==> config.mk <==
export PLATFORM = sky130hd
export DESIGN_NAME = core_sequencer
export DESIGN_NICKNAME = d
export VERILOG_FILES = /design/src/rtl/core_sequencer.sv
export SDC_FILE = /design/constraint.sdc
export NUM_CORES = 1
export LEC_CHECK = 0
export CAP_MARGIN = 20
export CORE_MARGIN = 8
export CORE_UTILIZATION = 40
export CTS_BUF_LIST = sky130_fd_sc_hd__clkbuf_8 sky130_fd_sc_hd__clkbuf_16
export CTS_CLUSTER_DIAMETER = 80
export DETAILED_ROUTE_END_ITERATION = 8
export PLACE_DENSITY = 0.68
export SETUP_SLACK_MARGIN = 0.1
export SLEW_MARGIN = 20
export SYNTH_ARGS = -nofsm -noshare
export SYNTH_HDL_FRONTEND = slang
export SYNTH_SLANG_ARGS = --single-unit
==> constraint.sdc <==
create_clock -name i_clk -period 2.3 [get_ports i_clk]
set_input_delay 0.46 -clock i_clk [delete_from_list [all_inputs] [get_ports i_clk]]
set_output_delay 0.46 -clock i_clk [all_outputs]
set_load 0.005 [all_outputs]
==> src/rtl/core_sequencer.sv <==
// core_sequencer: multi-cycle RV32I control FSM with bus handshakes, timeout watchdog and instret counter
module core_sequencer #(
  parameter int TIMEOUT_W = 8,
  parameter int INSTRET_W = 32
) (
  input  logic                 i_clk,
  input  logic                 i_reset,
  output logic                 o_imem_valid,
  input  logic                 i_imem_ready,
  output logic                 o_ir_load,
  input  logic                 i_inst_illegal,
  input  logic                 i_inst_ecall,
  input  logic                 i_inst_ebreak,
  input  logic                 i_inst_load,
  input  logic                 i_inst_store,
  input  logic                 i_writes_rd,
  input  logic [4:0]           i_a_rd,
  output logic                 o_dmem_valid,
  output logic                 o_dmem_we,
  input  logic                 i_dmem_ready,
  output logic                 o_rf_we,
  output logic                 o_pc_load,
  output logic                 o_pc_sel_trap,
  output logic                 o_trap,
  output logic [3:0]           o_trap_cause,
  output logic [INSTRET_W-1:0] o_instret,
  output logic [2:0]           o_state
);
  typedef enum logic [2:0] {IDLE, FETCH, DECODE, EXEC, MEM, WB, TRAP} state_t;
  state_t state, next;
  logic [TIMEOUT_W-1:0] waited;
  logic [3:0] cause_next;
  logic timed_out;
  // the current ready-less cycle is the last one allowed, so the access faults now
  assign timed_out = waited == {{(TIMEOUT_W-1){1'b1}}, 1'b0};
  assign o_state = state;
  always_comb begin
    next = IDLE;
    cause_next = 4'd0;
    o_imem_valid = 1'b0;
    o_ir_load = 1'b0;
    o_dmem_valid = 1'b0;
    o_dmem_we = 1'b0;
    o_rf_we = 1'b0;
    o_pc_load = 1'b0;
    o_pc_sel_trap = 1'b0;
    o_trap = 1'b0;
    case (state)
      IDLE: next = FETCH;
      FETCH: begin
        o_imem_valid = 1'b1;
        o_ir_load = i_imem_ready;
        next = i_imem_ready ? DECODE : timed_out ? TRAP : FETCH;
        cause_next = 4'd1;
      end
      DECODE: begin
        next = (i_inst_illegal | i_inst_ebreak | i_inst_ecall) ? TRAP : EXEC;
        cause_next = i_inst_illegal ? 4'd2 : i_inst_ebreak ? 4'd3 : 4'd11;
      end
      EXEC: next = (i_inst_load | i_inst_store) ? MEM : WB;
      MEM: begin
        o_dmem_valid = 1'b1;
        o_dmem_we = i_inst_store;
        next = i_dmem_ready ? WB : timed_out ? TRAP : MEM;
        cause_next = i_inst_store ? 4'd7 : 4'd5;
      end
      WB: begin
        o_rf_we = i_writes_rd & (i_a_rd != 5'd0);
        o_pc_load = 1'b1;
        next = FETCH;
      end
      TRAP: begin
        o_trap = 1'b1;
        o_pc_load = 1'b1;
        o_pc_sel_trap = 1'b1;
        next = FETCH;
      end
      default: next = IDLE;
    endcase
  end
  always_ff @(posedge i_clk) begin
    if (i_reset) begin
      state <= IDLE;
      waited <= '0;
      o_instret <= '0;
      o_trap_cause <= 4'd0;
    end else begin
      state <= next;
      waited <= (next != state) ? '0 : waited + 1'b1;
      if (next == TRAP) o_trap_cause <= cause_next;
      if (state == WB) o_instret <= o_instret + 1'b1;
    end
  end
endmodule

==> flow_metrics.py, run 1 <==
metrics = {
    "global_routing": {
        "grt_pass1_wl_mm": 9.252,
        "grt_overflow": 0,
        "grtUsageTotal_pct": 12.97,
        "met1_usage_pct": 16.43,
        "busiest_layer": "met2",
        "grtUsageMet2_pct": 21.31,
        "grt_pass1_vias": 2003,
        "antenna_found_initial": 0,
        "met3_usage_pct": 2.771,
        "grt_start_max_net_pins": 40,
    },
    "routing": {
        "drt_iter0_drc": 70,
        "ant_nets": 0,
        "vias": 2051,
        "drt_wl_total_mm": 5.445,
        "wl_per_cell_um": 13.31,
        "viasPerCell": 5.015,
        "dr.pass1.iters": 4,
        "route.detailed.drc": 0,
    },
    "timing": {
        "worst_pin_slew_ns": 0.4918,
        "drv_slew": 0,
        "slew_headroom_pct": 66.93,
        "period_needed_ns": 2.121,
        "setup_viol": 0,
        "max_freq_ghz": 0.4715,
        "rsz0062_at_grt": "true",
        "skew_ns": 0.006824,
        "hold_viol": 0,
        "fin_crit_sh_pct": 92.22,
    },
    "floorplan": {
        "die_y_um": 91.76,
        "die_w_um": 91.76,
        "dieArea_um2": 8420,
        "coreArea_um2": 5540,
        "initial_core_util_pct": 41.44,
        "row_count": 27,
        "pin_count": 62,
    },
    "place": {
        "port-buffer-count": 61,
        "globalplace.congestion": 0.8632,
        "hpwlAfterDp_mm": 4.069,
        "place_area_um2": 3024,
    },
    "worst_setup_path": {
        "r2r_end": "o_instret[31]",
        "setup.worst_path.end": "o_dmem_we",
        "crit_arrival_ns": 1.66,
        "crit_type": "flip-flop to output port",
        "critPathSlowestCell": "clkdlybuf4s50_1",
        "cp.required_ns": 1.84,
        "rr_worst_depth": 6,
        "reg2reg_from": "o_state[0]",
        "path_cells": "nand2b_1 > nor2_4 > and2_1 > clkdlybuf4s50_1",
        "end_kind": "output port",
        "crit_fanout": 10,
        "crit_start": "o_state[2]",
        "rrSetupSlack_ns": 0.38,
        "slowest_delay_ns": 0.51,
        "startpoint_type": "flip-flop",
    },
    "yosys": {
        "synth_edf_count": 0,
        "yosys_warnings": 0,
        "synth_area_um2": 2296,
        "synth_cell_types": 45,
        "synthTopCellsByArea": "dfxtp_1 (41%), xor2_1 (8.8%), nor2_1 (6.7%)",
        "ys.flop_type": "dfxtp_1",
        "syn_avg_cell_area_um2": 8.697,
        "syn_nets": 282,
        "synthArstFlopShare_pct": 0,
        "yosys-top-cells-count": "dfxtp_1 (47), nor2_1 (41), xor2_1 (23), a21oi_1 (16)",
        "syn_inst": 264,
        "synth_seq_cells": 47,
        "ys_seq_area_share_pct": 40.98,
        "yosys.area.top_type": "dfxtp_1",
        "synth.most_common_cell": "dfxtp_1",
        "synth_top_area_share_pct": 40.98,
    },
    "clock_network": {
        "cts_tree": "built",
        "clk_pin_slew_ns": 0.08,
        "cts_sinks": 47,
        "clk_latency_ns": 0.29,
        "htreeDepth": 2,
        "cts_hold_buffers": 0,
        "cts_inserted_buffers": 5,
        "root_buffer": "clkbuf_8",
        "clock_path_buffers": 2,
    },
    "status": {
        "run_status": "finished clean",
    },
    "finish": {
        "fin_area_um2": 3179,
        "n_antenna_cell": 0,
        "fillCellCount": 525,
        "area_delta_synth_final_pct": 38.47,
        "drive_gt1_share_pct": 10.98,
        "nNetsFinal": 354,
    },
    "flow_run": {
        "cap_violations": 0,
    },
    "pwr": {
        "leakagePower_uw": 0.001135,
        "totalPowerFinal_uw": 1587,
        "p_per_area_nw_per_um2": 499.2,
        "ir_drop_uv": 272.5,
    },
    "hold_path": {
        "worstHoldPathType": "flip-flop to flip-flop",
        "hold_start": "waited[0]",
    },
}
==> layout make-up <==
class / instances / area [um2] / area share (%)
clock inverter: 2 / 35.03 / 1.102
sequential: 47 / 948.4 / 29.83
tap: 72 / 90.09 / 2.834
multi-input combinational: 199 / 1276 / 40.14
clock buffer: 6 / 82.58 / 2.597
timing repair buffer: 77 / 724.4 / 22.79
inverter: 6 / 22.52 / 0.7084
==> placed cells by master (no fill, tap or decap), types with 2 or more instances in the layout <==
cell and count:
clkdlybuf4s50_1 59, and2_1 5, nand2b_1 3, ha_1 3, nand2_1 15, or4_1 3
nor2_1 41, dfxtp_4 2, clkbuf_8 6, a311oi_1 2, nor4_4 2, nor3_1 6
inv_1 6, xnor2_1 10, dfxtp_1 45, o21ai_0 7, or3_1 5, buf_4 16
a21oi_1 16, nand3_1 11, nor4_1 2, o31ai_1 3, and3_1 3, xor2_1 23
nand4_1 15, and4_1 6
==> state kept, by name (all words and copies together) (netlist names) <==
name	cells
o_instret	32
o_state	3
o_trap_cause	4
waited	8
==> kinds of logic after synthesis <==
logic type / Yosys count / synth area share, %
DFF: 47 / 40.98
buffers and inverters: 18 / 3.705
and+or+nand+nor: 127 / 31.34
adders and majority gates: 3 / 1.635
AOI/OAI and AO/OA: 36 / 9.755
xor gates and xnor gates: 33 / 12.59
==> metrics by stage <==
step / setup slack, ns / TNS [ns] / std cells / utilization (%) / hold slack [ns]
finish: 0.1790 / 0 / 409 / 57.38 / 0.4914
global route: 0.07327 / 0 / 409 / 57.38 / 0.5188
CTS: 0.05435 / 0 / 405 / 56.91 / 0.4904
detailed placement: -0.1261 / -0.1261 / 397 / 54.58 / 0.4659
global placement: -0.09868 / -0.09868 / 397 / 54.58 / 0.4612
floorplan: 0.3724 / 0 / 264 / - / 0.4414
==> worst min-delay path by stage <==
stage / end / depth (start not counted)
after floorplan: waited[0] / 1
after CTS: waited[0] / 1
after global routing: waited[0] / 1
after detailed placement: waited[0] / 1
after global placement: waited[0] / 1
final: waited[0] / 1
==> where the power goes <==
group | leakage, uW | internal, uW | total (uW) | switching, uW
Sequential | 0.000381 | 819 | 828 | 9.73
Combinational | 0.000693 | 77.0 | 144 | 67.2
Clock | 0.0000612 | 352 | 615 | 263
==> per-layer routing <==
layer	vias up	part of all wire [%]
met3	2	3.1
met2	34	47
met5	-	0
met1	942	50
met4	0	0.73
li1	1073	-
==> critical path: cells and delay by family, from the launching register on <==
family | cells | cell delay [ns]
buffers and inverters | 1 | 0.51
and+or+nand+nor | 3 | 0.46
DFF | 1 | 0.41
==> what timing repair did <==
item | CTS | global route
setup endpoints to repair | 8 | 3
pin swaps | 0 | 2
gates resized for setup | 7 | 2
buffers inserted | 0 | 4
Note: power is estimated with default switching activity, not from simulation.
==> run 2, diff against run 1 <==
--- a/config.mk
+++ b/config.mk
@@ -6,6 +6,7 @@
 export NUM_CORES = 1
 export LEC_CHECK = 0
 export CAP_MARGIN = 20
+export CORE_ASPECT_RATIO = 1.1
 export CORE_MARGIN = 8
 export CORE_UTILIZATION = 40
 export CTS_BUF_LIST = sky130_fd_sc_hd__clkbuf_8 sky130_fd_sc_hd__clkbuf_16
==> run 2 against run 1 <==
Against the previous run: register-to-register slack lost 0.04 ns; die area about the same; first-iteration DRC count up 24%; sequential share of layout area down 0.14 points; non-clock buffer count is the same; clock power up 5.0%; highest routed layer unchanged.
==> flow_metrics.py, run 2 (same netlist as run 1, synthesis figures left out) <==
metrics = {
    "place": {
        "hpwlAfterDp_mm": 4.187,
        "place_area_um2": 3045,
        "globalplace.congestion": 0.8409,
        "port-buffer-count": 61,
    },
    "worst_setup_path": {
        "slowest_delay_ns": 0.39,
        "end_kind": "output port",
        "critPathSlowestCell": "clkdlybuf4s50_1",
        "rrSetupSlack_ns": 0.34,
        "crit_fanout": 1,
        "path_cells": "clkdlybuf4s50_1 > or3_1 > o311a_1 > clkdlybuf4s15_1",
        "cp.required_ns": 1.84,
        "crit_type": "input port to output port",
        "startpoint_type": "input port",
        "crit_arrival_ns": 1.71,
    },
    "global_routing": {
        "antenna_found_initial": 0,
        "grtUsageTotal_pct": 13.74,
        "grt_pass1_wl_mm": 9.411,
        "grt_overflow": 0,
        "grt_start_max_net_pins": 40,
        "grt_pass1_vias": 2127,
    },
    "clock_network": {
        "clk_latency_ns": 0.30,
        "cts_inserted_buffers": 5,
        "cts_sinks": 47,
        "root_buffer": "clkbuf_8",
        "clk_pin_slew_ns": 0.08,
        "clock_path_buffers": 2,
        "cts_tree": "built",
        "htreeDepth": 2,
    },
    "finish": {
        "top_regs": "o_instret x32, waited x8, o_trap_cause x4",
        "fin_area_um2": 3207,
        "regArea_um2": 952.2,
        "largest_reg_flops": 32,
        "most-common-layout-cells": "clkdlybuf4s50_1 (57), dfxtp_1 (44), nor2_1 (41), xor2_1 (23)",
        "fillCellCount": 535,
        "n_antenna_cell": 0,
        "nNetsFinal": 354,
        "drive_gt1_share_pct": 11.28,
        "final_util_pct": 56.65,
        "final_common_cell": "clkdlybuf4s50_1",
        "area_delta_synth_final_pct": 39.67,
        "multiInputGateArea_um2": 1284,
        "top_register": "o_instret",
    },
    "floorplan": {
        "die_y_um": 95.46,
        "die_w_um": 88.24,
        "dieArea_um2": 8423,
        "row_count": 29,
        "pin_count": 62,
        "coreArea_um2": 5660,
        "initial_core_util_pct": 40.56,
    },
    "pwr": {
        "ir_drop_uv": 299.8,
        "leakagePower_uw": 0.001157,
        "p_per_area_nw_per_um2": 504.1,
    },
    "status": {
        "run_status": "finished clean",
    },
    "timing": {
        "setup_viol": 0,
        "rsz0062_at_grt": "true",
        "drv_slew": 0,
        "slew_headroom_pct": 64.34,
        "fin_crit_sh_pct": 94.30,
        "hold_viol": 0,
        "period_needed_ns": 2.169,
        "worst_pin_slew_ns": 0.5304,
        "max_freq_ghz": 0.4611,
        "setup_tns_ns": 0,
        "skew_ns": 0.01490,
    },
    "routing": {
        "vias": 2122,
        "wl_met1_mm": 2.474,
        "route.detailed.drc": 0,
        "dr.pass1.iters": 4,
        "viasPerCell": 5.126,
        "highest_layer": "met4",
        "ant_nets": 0,
        "drt_wl_total_mm": 5.676,
        "drt_iter0_drc": 87,
        "wl_per_cell_um": 13.71,
        "met2WireLength_mm": 2.714,
        "wl_met3_um": 408,
    },
    "hold_path": {
        "worstHoldPathType": "flip-flop to flip-flop",
    },
    "flow_run": {
        "cap_violations": 0,
    },
}
[run 2: power by group]
group / total (uW) / internal [uW] / switching, uW
clock network: 646 / 358 / 288
logic: 140 / 74.8 / 65.1
registers: 831 / 819 / 11.6
total: 1620 / 1250 / 365
[run 2: per-stage QoR]
stage	hold WS (ns)	power [uW]	std cells	worst slack (ns)
finish	0.4831	1617	414	0.1311
global route	0.5010	1693	414	0.09291
floorplan	0.4414	919.3	264	0.3724
CTS	0.4833	1639	412	0.06302
global placement	0.4580	987.1	404	-0.1028
detailed placement	0.4712	987.3	404	-0.1190
[run 2: worst max-delay path: cells and delay by family]
| kind | cells | cell delay, ns |
|---|---|---|
| buffers and inverters | 2 | 0.60 |
| AO/OA/AOI/OAI | 1 | 0.29 |
| AND/OR/NAND/NOR | 1 | 0.36 |
[run 2: final timing paths]
path,startpoint,to,depth (start not counted)
hold / removal,waited[0],waited[0],1
setup reg to reg,o_instret[8],o_instret[30],6
hold reg to reg,waited[0],waited[0],1
setup / recovery,i_a_rd[1],o_rf_we,4
[run 2: final cells by class]
type / count / share of cell area, %
multi-input combinational: 199 / 40.03
clock buffer: 6 / 2.575
sequential: 47 / 29.69
timing repair buffer: 77 / 22.79
inverter: 6 / 0.7023
clock inverter: 2 / 1.210
tap: 77 / 3.004
[run 2: repair_timing]
item,4_1_cts,5_1_grt
endpoints found under the hold margin,0,0
buffers inserted,0,2
hold buffers,0,0
setup endpoints to repair,4,2
resized for setup,9,4
[run 2: layer usage]
layer / up-vias / GRT usage (%)
met2: 51 / 23.99
met4: 0 / 4.513
met1: 989 / 14.75
met3: 7 / 5.431
met5: - / 0
li1: 1075 / -
